## config.mk

```make
export PLATFORM = sky130hd
export DESIGN_NAME = mm3_seq_flat
export DESIGN_NICKNAME = d
export VERILOG_FILES = /design/src/rtl/mm3_pkg.sv /design/src/rtl/mm3_seq_if.sv /design/src/rtl/mm3_seq_mult.sv /design/src/rtl/mm3_seq.sv /design/src/flat_wrapper.sv
export SDC_FILE = /design/constraint.sdc
export NUM_CORES = 1
export LEC_CHECK = 0
export CORE_MARGIN = 3
export CORE_UTILIZATION = 55
export CTS_BUF_LIST = sky130_fd_sc_hd__clkbuf_2 sky130_fd_sc_hd__clkbuf_4 sky130_fd_sc_hd__clkbuf_8
export CTS_CLUSTER_SIZE = 30
export DETAILED_ROUTE_END_ITERATION = 16
export PLACE_DENSITY = 0.81
export SETUP_SLACK_MARGIN = 0.05
export SLEW_MARGIN = 20
export SYNTH_ARGS = -nofsm -noshare
export SYNTH_HDL_FRONTEND = slang
export SYNTH_SLANG_ARGS = --single-unit
```

## constraint.sdc

```tcl
create_clock -name clk -period 13.79 [get_ports clk]
set_input_delay 2.0685 -clock clk [delete_from_list [all_inputs] [get_ports clk]]
set_output_delay 2.0685 -clock clk [all_outputs]
set_load 0.1 [all_outputs]
```

## src/rtl/mm3_pkg.sv

```systemverilog
// Shared types and helpers for the mm3_seq 3x3 matrix-multiply engine.
package mm3_pkg;

  localparam int unsigned N     = 3;
  localparam int unsigned ELEMS = 18;

  typedef enum logic [1:0] {
    S_LOAD,
    S_CALC,
    S_EMIT
  } state_t;

  // Room for the largest dot product 3*(2^w-1)^2.
  function automatic int unsigned acc_w(input int unsigned w);
    return 2 * w + 2;
  endfunction

  function automatic logic [3:0] rm_idx(input logic [1:0] row, input logic [1:0] col);
    return ({2'b00, row} * 4'(N)) + {2'b00, col};
  endfunction

endpackage

```

## src/rtl/mm3_seq_if.sv

```systemverilog
// Stream-in / stream-out bundle for mm3_seq; slave modport is the engine side.
interface mm3_seq_if
  import mm3_pkg::*;
#(
  parameter int unsigned WIDTH = 4,
  parameter int unsigned ACC_W = acc_w(WIDTH)
) ();

  logic             in_valid;
  logic             in_ready;
  logic [WIDTH-1:0] in_data;
  logic             out_valid;
  logic             out_ready;
  logic [ACC_W-1:0] out_data;
  logic [3:0]       out_idx;
  logic             busy;

  modport master (
    output in_valid, in_data, out_ready,
    input  in_ready, out_valid, out_data, out_idx, busy
  );

  modport slave (
    input  in_valid, in_data, out_ready,
    output in_ready, out_valid, out_data, out_idx, busy
  );

endinterface

```

## src/rtl/mm3_seq_mult.sv

```systemverilog
// MULTIPLIER: combinational unsigned shift-and-add multiplier, one partial product per bit of i_b.
module MULTIPLIER #(
  parameter int unsigned WIDTH = 4
) (
  input  logic [WIDTH-1:0]   i_a,
  input  logic [WIDTH-1:0]   i_b,
  output logic [2*WIDTH-1:0] o_prod
);

  always_comb begin
    o_prod = '0;
    for (int unsigned n = 0; n < WIDTH; n++) begin
      if (i_b[n]) begin
        o_prod = o_prod + (((2*WIDTH)'(i_a)) << n);
      end
    end
  end

endmodule

```

## src/rtl/mm3_seq.sv

```systemverilog
// Sequential 3x3 matrix multiply around a single MULTIPLIER.
// Define MM3_PROD_REG_EN to register the product ahead of the accumulator.
module mm3_seq
  import mm3_pkg::*;
#(
  parameter int unsigned WIDTH = 4,
  parameter int unsigned ACC_W = acc_w(WIDTH)
) (
  input logic     clk,
  input logic     rst,
  mm3_seq_if.slave bus
);

  if (WIDTH != 4) begin : g_width_chk
    $error("mm3_seq: WIDTH must be 4");
  end
  if (ACC_W < acc_w(WIDTH)) begin : g_accw_chk
    $error("mm3_seq: ACC_W too narrow");
  end

  state_t             r_state;
  logic [4:0]         r_load_cnt;
  logic [1:0]         r_i;
  logic [1:0]         r_j;
  logic [1:0]         r_k;
  logic [ACC_W-1:0]   r_acc;
  logic [ACC_W-1:0]   r_out_data;
  logic [3:0]         r_out_idx;
  logic               r_out_valid;
  logic               r_in_ready;
  logic               r_busy;

  logic [WIDTH-1:0]   r_mat_a [9];
  logic [WIDTH-1:0]   r_mat_b [9];

  logic [1:0]         w_mul_k;
  logic [WIDTH-1:0]   w_a;
  logic [WIDTH-1:0]   w_b;
  logic [2*WIDTH-1:0] w_prod;
  logic [2*WIDTH-1:0] w_addend;
  logic               w_acc_en;
  logic [ACC_W-1:0]   w_sum;

  // Matrix storage is deliberately left without reset.
  always_ff @(posedge clk) begin
    if (r_state == S_LOAD && bus.in_valid) begin
      if (r_load_cnt < 5'(N*N)) begin
        r_mat_a[r_load_cnt[3:0]] <= bus.in_data;
      end else begin
        r_mat_b[4'(r_load_cnt - 5'(N*N))] <= bus.in_data;
      end
    end
  end

  assign w_mul_k = (r_k == 2'd3) ? 2'd0 : r_k;
  assign w_a     = r_mat_a[rm_idx(r_i, w_mul_k)];
  assign w_b     = r_mat_b[rm_idx(w_mul_k, r_j)];

  MULTIPLIER #(.WIDTH(WIDTH)) u_mult (
    .i_a    (w_a),
    .i_b    (w_b),
    .o_prod (w_prod)
  );

`ifdef MM3_PROD_REG_EN
  // k counts 0..3: k=0 only fills r_prod, k=1..3 accumulate the product of k-1.
  localparam logic [1:0] K_LAST = 2'd3;
  logic [2*WIDTH-1:0] r_prod;

  always_ff @(posedge clk or posedge rst) begin
    if (rst) begin
      r_prod <= '0;
    end else if (r_state == S_CALC) begin
      r_prod <= w_prod;
    end
  end

  assign w_addend = r_prod;
  assign w_acc_en = (r_k != 2'd0);
`else
  localparam logic [1:0] K_LAST = 2'd2;
  assign w_addend = w_prod;
  assign w_acc_en = 1'b1;
`endif

  assign w_sum = r_acc + ACC_W'(w_addend);

  always_ff @(posedge clk or posedge rst) begin
    if (rst) begin
      r_state     <= S_LOAD;
      r_load_cnt  <= '0;
      r_i         <= '0;
      r_j         <= '0;
      r_k         <= '0;
      r_acc       <= '0;
      r_out_data  <= '0;
      r_out_idx   <= '0;
      r_out_valid <= 1'b0;
      r_in_ready  <= 1'b1;
      r_busy      <= 1'b0;
    end else begin
      case (r_state)
        S_LOAD: begin
          if (bus.in_valid) begin
            r_load_cnt <= r_load_cnt + 5'd1;
            if (r_load_cnt == 5'(ELEMS - 1)) begin
              r_state    <= S_CALC;
              r_in_ready <= 1'b0;
              r_busy     <= 1'b1;
              r_i        <= '0;
              r_j        <= '0;
              r_k        <= '0;
              r_acc      <= '0;
            end
          end
        end
        S_CALC: begin
          if (w_acc_en) begin
            r_acc <= w_sum;
          end
          if (r_k == K_LAST) begin
            r_out_data  <= w_sum;
            r_out_idx   <= rm_idx(r_i, r_j);
            r_out_valid <= 1'b1;
            r_state     <= S_EMIT;
          end else begin
            r_k <= r_k + 2'd1;
          end
        end
        S_EMIT: begin
          if (bus.out_ready) begin
            r_out_valid <= 1'b0;
            if (r_out_idx == 4'd8) begin
              r_state    <= S_LOAD;
              r_load_cnt <= '0;
              r_in_ready <= 1'b1;
              r_busy     <= 1'b0;
            end else begin
              if (r_j == 2'd2) begin
                r_j <= '0;
                r_i <= r_i + 2'd1;
              end else begin
                r_j <= r_j + 2'd1;
              end
              r_k     <= '0;
              r_acc   <= '0;
              r_state <= S_CALC;
            end
          end
        end
        default: r_state <= S_LOAD;
      endcase
    end
  end

  assign bus.in_ready  = r_in_ready;
  assign bus.out_valid = r_out_valid;
  assign bus.out_data  = r_out_data;
  assign bus.out_idx   = r_out_idx;
  assign bus.busy      = r_busy;

endmodule

```

## src/flat_wrapper.sv

```systemverilog
// flat-port wrapper written by rule: the top's interface ports become plain ports
module mm3_seq_flat import mm3_pkg::*;
#(
  parameter int unsigned WIDTH = 4,
  parameter int unsigned ACC_W = acc_w(WIDTH)
)
  (clk, rst, bus_in_valid, bus_in_data, bus_out_ready, bus_in_ready, bus_out_valid, bus_out_data, bus_out_idx, bus_busy);
  mm3_seq_if #(.WIDTH(WIDTH), .ACC_W(ACC_W)) bus_i ();
  input logic clk;
  input logic rst;
  input wire logic [$bits(bus_i.in_valid)-1:0] bus_in_valid;
  input wire logic [$bits(bus_i.in_data)-1:0] bus_in_data;
  input wire logic [$bits(bus_i.out_ready)-1:0] bus_out_ready;
  output wire logic [$bits(bus_i.in_ready)-1:0] bus_in_ready;
  output wire logic [$bits(bus_i.out_valid)-1:0] bus_out_valid;
  output wire logic [$bits(bus_i.out_data)-1:0] bus_out_data;
  output wire logic [$bits(bus_i.out_idx)-1:0] bus_out_idx;
  output wire logic [$bits(bus_i.busy)-1:0] bus_busy;
  assign bus_i.in_valid = bus_in_valid;
  assign bus_i.in_data = bus_in_data;
  assign bus_i.out_ready = bus_out_ready;
  assign bus_in_ready = bus_i.in_ready;
  assign bus_out_valid = bus_i.out_valid;
  assign bus_out_data = bus_i.out_data;
  assign bus_out_idx = bus_i.out_idx;
  assign bus_busy = bus_i.busy;
  mm3_seq #(.WIDTH(WIDTH), .ACC_W(ACC_W)) u_core (.clk(clk), .rst(rst), .bus(bus_i));
endmodule
```

==> run summary <==
Top cell by count, worst path: ha_1
Worst hold-check path type: reg2reg
EDFF count, synth: 72
GRT Residual Overflow: 0
Wire length per cell: 18.26 µm
Final Wtd Congestion: 0.8187
Crit Path Class: reg2reg
Area of the multi-input gates: 2774 µm²
Number of global-route vias before repair: 3926
Synth async-reset ratio: 35.71%
Routed Antenna Nets: 0
Setup TNS: 0 ps
DIE WIDTH: 111.5 µm
Maxcap violations: 0
Total die area: 12440 µm²
Top post-synthesis cells by area: edfxtp_1 35%, dfrtp_1 16%, ha_1 7.6%
Starting Density: 58.03%
Syn Inst Count: 491
Dominant cell type by area after synthesis: edfxtp_1
Slew Viols, Final: 0
Avg Synthesized Cell Area: 12.47 µm²
Syn Nets: 539
Layout cells sized above 1: 9.284%
Drt first-iter violations: 264
Crit path required time: 14030 ps
Sequential area share after synthesis: 51.66%
Warnings from Yosys: 0
Num CTS Buffers: 9
Largest family of logic cells by synthesized area: simple AND/OR/NAND/NOR gates
# setup viols final: 0
Simple-gate area share of the yosys netlist: 11.13%
Global-route wire length before repair: 19710 µm
Post-synthesis cell area: 6125 µm²
Synth Area in Compound Gates: 11.03%
Post-synthesis mux area share: 11.09%
I/O pin count: 25
Via-to-Cell Ratio: 6.054
Area growth from synthesis to layout: 8.744%
Synth Flop Type: edfxtp_1
Sequential Area: 3164 µm²
Post-cts hold buffer count: 0
Cts repair resizes: 0
Yosys reg bits: 112
Max-slew headroom: 34.32%
Startpoint types: flop
Number of clock sinks: 112
Clock transition at path regs: 110 ps
Worst EP arrival: 7540 ps
Final Cycle Share: 52.96%
Row cnt: 37
Period minus WS final: 7303 ps
Clock Path Buffers: 2
Die height: 111.5 µm
DR vias: 3953
TritonCTS clock tree: yes
Number of port buffers: 24
CP Max Fanout: 11
CP max-delay cell: mux4_1
Ant diodes: 0
Post-Synth Adder-Cell Area: 8.539%
Worst-skew pair later-pin latency: 380 ps
WL final: 11920 µm
Final HPWL DP: 8852 µm
Final hold violations: 0
Status: finished, final reports clean
Initial antenna violation count: 0
RSZ-0062 raised after global routing: no
Setup Fix Bufs, Post-CTS: 0
Fill count: 820
Fmax: 136.9 MHz
Synth top cells by count: 72 x edfxtp_1, 39 x dfrtp_1, 38 x nand2_1
CP max stage delay: 620 ps
DRC errors left: 0
Critical Path Sink Type: flop
Top cell type's share of synthesized area: 35.30%
Root buf cell: clkbuf_8
First-pass detailed-route iteration total: 5
Worst-case clock skew: 12.32 ps
Nets@finish: 560
Largest net degree at the start of global routing: 41
Slew @ Worst Pin: 982.1 ps
H-tree levels: 3
XOR/XNOR Fraction of Synth Area: 3.391%
Core Area: 10560 µm²
Count leader, synth: edfxtp_1
Cell variety after synth: 60
Global Route Usage Sum: 20.03%
state kept, by name, summed over array words and instances (netlist names):
register              cells
u_core.r_state            2
u_core.r_i                2
u_core.bus.busy           1
u_core.bus.in_ready       1
u_core.r_k                2
u_core.r_mat_b           36
u_core.bus.out_valid      1
u_core.r_mat_a           36
u_core.r_load_cnt         5
u_core.bus.out_idx        4
u_core.r_j                2
u_core.bus.out_data      10
u_core.r_acc             10
final timing paths:
| check | to | slack, ps | from | cells after the start |
|---|---|---|---|---|
| worst max-delay path | u_core.bus.out_data[9] | 6490 | u_core.r_k[1] | 33 |
| worst min-delay path | u_core.bus.out_data[9] | 500 | u_core.bus.out_data[9] | 2 |
| worst max register to register | u_core.bus.out_data[9] | 6490 | u_core.r_k[1] | 33 |
| worst min register to register | u_core.bus.out_data[9] | 500 | u_core.bus.out_data[9] | 2 |
| max in group asynchronous | u_core.bus.in_ready | 11320 | rst | 3 |
| min in group asynchronous | u_core.r_load_cnt[0] | 2100 | rst | 3 |
critical path: cells and delay by family (launching register included):
kind | cells | cell delay (ps)
buf+inv | 3 | 240
xor+xnor | 2 | 340
fa+ha+maj | 7 | 2310
compound gates | 13 | 2160
mux | 3 | 1230
simple gates | 5 | 480
flops | 1 | 390
cell type report:
type                            count  share of cell area, %
Clock buffer                       10                  1.973
Multi-Input combinational cell    336                  41.65
Inverter                           28                  1.578
Sequential cell                   112                  47.51
Timing Repair Buffer               25                  3.720
Clock inverter                      6                  1.014
Tap cell                          136                  2.555
cells in the final DEF, fill, tap and decap left out, drive strengths merged, types with 5 or more instances in the layout:
cell type      count
o21ai             37
a21o              10
o21bai             5
nand2             39
nand4              5
xor2               5
mux4              16
nand3              8
dfrtp             39
or3                6
and2              22
o211ai             5
edfxtp            72
a22o               5
ha                37
xnor2             16
a31oi              5
clkdlybuf4s50     24
a21oi             24
nand2b             8
mux2i              7
nor2              19
inv               29
clkbuf            10
mux2              15
metrics by stage:
step                      util (%)  setup slack, ps  cells  area (µm²)  hold WS, ps
after floorplan                  -             7202    491        6125        456.3
after global placement       61.15             6910    637        6455        461.7
after detailed placement     61.21             6578    637        6461        477.6
after CTS                    63.10             6574    653        6660        501.7
after global routing         63.10             6010    653        6660        517.3
final                        63.10             6487    653        6660        497.5
kinds of logic after synthesis:
group | count (synthesis)
and+or+nand+nor | 130
DFF | 112
AOI/OAI and AO/OA | 106
buffers and inverters | 43
adders and majority gates | 40
muxes | 38
xor gates and xnor gates | 22
layer usage:
layer / routed length (µm) / global-route usage (%)
met1: 5058 / 25.66
met5: 0 / 0
met4: 382 / 9.165
met2: 5997 / 33.29
met3: 482 / 3.750
Power is left out: the tool's default activity adds up to more than one toggle a clock period on the data nets, which glitch-free logic cannot reach.
